### config.mk
export PLATFORM = sky130hd
export DESIGN_NAME = cdc_mcp_ack_rx
export DESIGN_NICKNAME = d
export VERILOG_FILES = /design/src/rtl/cdc_pkg.sv /design/src/rtl/cdc_sync_bit.sv /design/src/rtl/cdc_mcp_ack_rx.sv
export SDC_FILE = /design/constraint.sdc
export NUM_CORES = 1
export LEC_CHECK = 0
export ABC_AREA = 1
export CAP_MARGIN = 5
export CORE_MARGIN = 8
export CORE_UTILIZATION = 45
export CTS_CLUSTER_SIZE = 30
export DETAILED_ROUTE_END_ITERATION = 7
export PLACE_DENSITY_LB_ADDON = 0.2
export REMOVE_ABC_BUFFERS = 1
export SYNTH_ARGS = -nofsm -noshare
export SYNTH_HDL_FRONTEND = slang
export SYNTH_SLANG_ARGS = --single-unit
### constraint.sdc
create_clock -name clk_i -period 1.62 [get_ports clk_i]
set_input_delay 0.243 -clock clk_i [delete_from_list [all_inputs] [get_ports clk_i]]
set_output_delay 0.243 -clock clk_i [all_outputs]
set_load 0.02 [all_outputs]
### src/rtl/cdc_pkg.sv
// Shared types and limits for the toggle-based MCP receive crossing.
package cdc_pkg;

    // Receive buffer occupancy; VALID_O is a direct decode of RX_FULL.
    typedef enum logic {
        RX_EMPTY = 1'b0,
        RX_FULL  = 1'b1
    } rx_state_e;

    // Fewest synchronizer flops tolerated on the incoming request toggle.
    localparam int unsigned MIN_SYNC_STAGES = 2;

endpackage : cdc_pkg

### src/rtl/cdc_sync_bit.sv
// N-flop single-bit synchronizer.
// Ports:
//   clk_i   destination clock
//   rst_ni  async active-low reset, clears every stage to 0
//   d_i     asynchronous input bit
//   q_o     synchronized bit (last stage)
module cdc_sync_bit #(
    parameter int unsigned STAGES = 2
) (
    input  logic clk_i,
    input  logic rst_ni,
    input  logic d_i,
    output logic q_o
);

    logic [STAGES-1:0] sync_q;

    // Shift chain; stage 0 is the only flop allowed to go metastable.
    always_ff @(posedge clk_i or negedge rst_ni) begin
        if (!rst_ni) begin
            sync_q <= '0;
        end else begin
            sync_q <= {sync_q[STAGES-2:0], d_i};
        end
    end

    assign q_o = sync_q[STAGES-1];

endmodule : cdc_sync_bit

### src/rtl/cdc_mcp_ack_rx.sv
// Receive end of a toggle-based multi-cycle-path crossing (destination clock).
// Each edge on toggle_i captures data_i once, offers it via valid/ready, and
// returns an ack toggle when the word leaves (popped or dropped).
// Ports:
//   clk_i, rst_ni      destination clock, async active-low reset
//   toggle_i           asynchronous request toggle from the sender
//   data_i             sender data, held stable while a request is outstanding
//   data_o, valid_o    captured word and its valid flag
//   ready_i            consumer accepts data_o when valid_o && ready_i
//   ack_toggle_o       acknowledge toggle back to the sender
//   overrun_o          sticky: request arrived while a word was held
//   clr_overrun_i      synchronous clear of overrun_o (a set wins)
//   rx_count_o         accepted-word counter, wraps silently
module cdc_mcp_ack_rx
    import cdc_pkg::*;
#(
    parameter int unsigned WIDTH       = 5,
    parameter int unsigned SYNC_STAGES = 2,
    parameter int unsigned CNT_WIDTH   = 16
) (
    input  logic                 clk_i,
    input  logic                 rst_ni,
    input  logic                 toggle_i,
    input  logic [WIDTH-1:0]     data_i,
    output logic [WIDTH-1:0]     data_o,
    output logic                 valid_o,
    input  logic                 ready_i,
    output logic                 ack_toggle_o,
    output logic                 overrun_o,
    input  logic                 clr_overrun_i,
    output logic [CNT_WIDTH-1:0] rx_count_o
);

    if (SYNC_STAGES < MIN_SYNC_STAGES) begin : g_sync_check
        $error("cdc_mcp_ack_rx: SYNC_STAGES below MIN_SYNC_STAGES");
    end

    rx_state_e            state_q, state_d;
    logic [WIDTH-1:0]     data_q, data_d;
    logic                 ack_q, ack_d;
    logic                 ovr_q, ovr_d;
    logic [CNT_WIDTH-1:0] cnt_q, cnt_d;
    logic                 hist_q;
    logic                 sync_last;
    logic                 ld_c;
    logic                 ovr_set;

    cdc_sync_bit #(
        .STAGES (SYNC_STAGES)
    ) u_sync_req (
        .clk_i  (clk_i),
        .rst_ni (rst_ni),
        .d_i    (toggle_i),
        .q_o    (sync_last)
    );

    // One-cycle load pulse per request edge; data_i is MCP-stable here.
    assign ld_c = sync_last ^ hist_q;

    // Next-state: capture, pop, drop and ack decisions.
    always_comb begin
        state_d = state_q;
        data_d  = data_q;
        ack_d   = ack_q;
        cnt_d   = cnt_q;
        ovr_set = 1'b0;
        unique case (state_q)
            RX_EMPTY: begin
                if (ld_c) begin
                    data_d  = data_i;
                    cnt_d   = cnt_q + CNT_WIDTH'(1);
                    state_d = RX_FULL;
                end
            end
            RX_FULL: begin
                if (ld_c && ready_i) begin
                    // Ack covers the popped word; the new one replaces it.
                    ack_d   = ~ack_q;
                    data_d  = data_i;
                    cnt_d   = cnt_q + CNT_WIDTH'(1);
                    ovr_set = 1'b1;
                end else if (ld_c) begin
                    // New word dropped but still acked so the sender can proceed.
                    ack_d   = ~ack_q;
                    ovr_set = 1'b1;
                end else if (ready_i) begin
                    ack_d   = ~ack_q;
                    state_d = RX_EMPTY;
                end
            end
            default: state_d = RX_EMPTY;
        endcase
        ovr_d = ovr_set | (ovr_q & ~clr_overrun_i);
    end

    always_ff @(posedge clk_i or negedge rst_ni) begin
        if (!rst_ni) begin
            state_q <= RX_EMPTY;
            data_q  <= '0;
            ack_q   <= 1'b0;
            ovr_q   <= 1'b0;
            cnt_q   <= '0;
            hist_q  <= 1'b0;
        end else begin
            state_q <= state_d;
            data_q  <= data_d;
            ack_q   <= ack_d;
            ovr_q   <= ovr_d;
            cnt_q   <= cnt_d;
            hist_q  <= sync_last;
        end
    end

    assign data_o       = data_q;
    assign valid_o      = (state_q == RX_FULL);
    assign ack_toggle_o = ack_q;
    assign overrun_o    = ovr_q;
    assign rx_count_o   = cnt_q;

endmodule : cdc_mcp_ack_rx
==> metrics.cfg <==
[yosys]
synth_area_per_cell_um2=8.842
synth-seq-cells=27
synthFlopType=dfrtp_1
synth_warnings=0
synthesis.area_um2=1326
ys_seq_area_share_pct=50.94
yosysTopAreaCell=dfrtp_1
async_flop_share_pct=100.0
synth.top_cells.by_count=59 x nand2_1, 27 x dfrtp_1, 16 x inv_1
yosysMostFrequentCell=nand2_1
ys_top_cells_by_area=dfrtp_1 51%, nand2_1 17%, nor2_4 5.1%
synth_edf_count=0
syn_inst=150
yosysTopAreaCellShare_pct=50.94
ys_types=21

[clocking]
clock_latency_ns=0.32
holdBufCountCts=0
clk_pin_slew_ns=0.14
htree_num_levels=1
cts_setup_buffers=0
cts_root_buf=clkbuf_4
cts_buffer_depth=2
clkSinkCount=27
cts_buffers=3
tritoncts=built

[routing]
wl_met2_um=1219
drc=0
avgViaCountPerCell=4.711
wl_met1_um=1210
antenna_left=0
vias=1027
top_layer=met4
routedWlPerCell_um=11.97
dr.first_iter.drc_count=31
dr_wl_met3_um=163
first_pass_iters=4
routed_wl_um=2610

[final_layout]
area_delta_synth_final_pct=28.40
postLayoutCellArea_um2=1703
antenna_cells=0
layout.nets=199
finish.utilization_pct=61.22
drive_gt1_share_pct=9.626

[sta]
finalCriticalPeriod_ns=1.558
layout_worst_path_cycle_share_pct=96.20
rsz0062_at_grt=no
final-max-slew-violation-count=0
setup_tns_ns=0
hold_viol_final=0
setup_viol=0
tightest_slew_ns=0.3361
setup_slack_ns=0.06155
fmax_mhz=641.7
fin_skew_ns=0.007965
fin_hold_ws_ns=0.2704
slew_headroom_pct=77.59

[worst_setup_path]
slowest_delay_ns=0.61
cp_cell_sequence=clkdlybuf4s50_1
worst_setup_path_start_kind=flip-flop
path_buf_inv=1
reg2reg_slack_ns=0.23
cp_max_fo=3
crit_arrival_ns=1.32
critPathRequiredTime_ns=1.38
rr_worst_depth=8
cp-end-kind=output port
r2r-start=rx_count_o[0]
crit_family=buffers and inverters
worstReg2RegEnd=rx_count_o[14]
crit_type=flip-flop to output port
slowest_stage=clkdlybuf4s50_1

[floorplanning]
die_width_um=70.29
core.rowCount=19
core_um2=2781
initial_utilization_pct=47.68
die_area_um2=4941
boundaryPins=34
chipHeight_um=70.29

[grt]
grt_usage_pct=11.16
grt_start_max_net_pins=28
grt_pass1_wl_um=4692
grt-ovfl-total=0
antenna_found_initial=0
grt_pass1_vias=1066

[outcome]
outcome=complete, no violations

[hold_path]
hp-class=primary input to async pin

[placed_design]
place_ws_ns=0.02150
io_buffer_count=33
placed_area_um2=1683
routabilityCongestion=0.8479
place_hpwl_um=2007

[pwr]
power.leakage_nw=0.9339
ir_drop_mv=0.7562
powerDensity_nw_per_um2=1043

[run]
drv_cap=0

layout by cell type (no fill, tap or decap), drive strengths merged, types with 2 or more instances in the layout:
cell type	n
nand3b	5
nand2	61
inv	18
clkbuf	4
nor2	17
dfrtp	27
o21ai	2
dlymetal6s2s	4
nand3	7
nand4	2
xor2	5
xnor2	3
dlygate4sd2	13
clkdlybuf4s50	16
power by group:
part | switching [W] | internal [W]
combinational | 0.000334 | 0.000253
clock | 0.000187 | 0.0000963
sequential | 0.000118 | 0.000787
worst max path at each step:
stage	startpoint	endpoint	slack (ns)	depth (start not counted)
final	rx_count_o[15]	rx_count_o[15]	0.06	1
after global routing	data_o[1]	data_o[1]	0.009	1
after CTS	rx_count_o[14]	rx_count_o[14]	0.008	1
after detailed placement	ready_i	rx_count_o[14]	0.02	8
after global placement	ready_i	rx_count_o[10]	0.07	8
after floorplan	rx_count_o[0]	rx_count_o[8]	0.23	8
cells by family after synthesis:
logic type,after synthesis,synth area share [%]
buffers and inverters,19,6.604
adder cells (fa/ha/maj),1,0.9432
AO/OA/AOI/OAI,3,1.227
XOR/XNOR,8,5.849
AND/OR/NAND/NOR,92,34.43
flip-flops,27,50.94
cell type report:
cell class / count / area [µm²]
fill: 254 / 1079
multi-input combinational: 104 / 563.0
inverter: 18 / 67.56
timing repair buffer: 34 / 331.6
sequential: 27 / 675.6
clock buffer: 4 / 26.28
tap: 31 / 38.79
per-layer routing:
metal | vias up | global-route usage, %
li1 | 534 | -
met1 | 471 | 13.27
met2 | 20 | 18.51
met3 | 2 | 3.672
met4 | 0 | 3.348
met5 | - | 0
sequential cells by signal, indices dropped and copies added (netlist names):
register           count
hist_q                 1
rx_count_o            16
u_sync_req.sync_q      2
ack_toggle_o           1
overrun_o              1
data_o                 5
valid_o                1
what timing repair did:
action,in CTS,in global routing
endpoints found under the setup margin,13,4
hold endpoints to repair,0,0
gates resized for setup,13,4
metrics by stage:
stage	total power, W	cells
final	0.001776	218
after global routing	0.001886	218
after CTS	0.001805	218
after detailed placement	0.001568	214
after global placement	0.001559	214
after floorplan	0.001253	149
No activity file was read; power rests on OpenSTA's default activity.
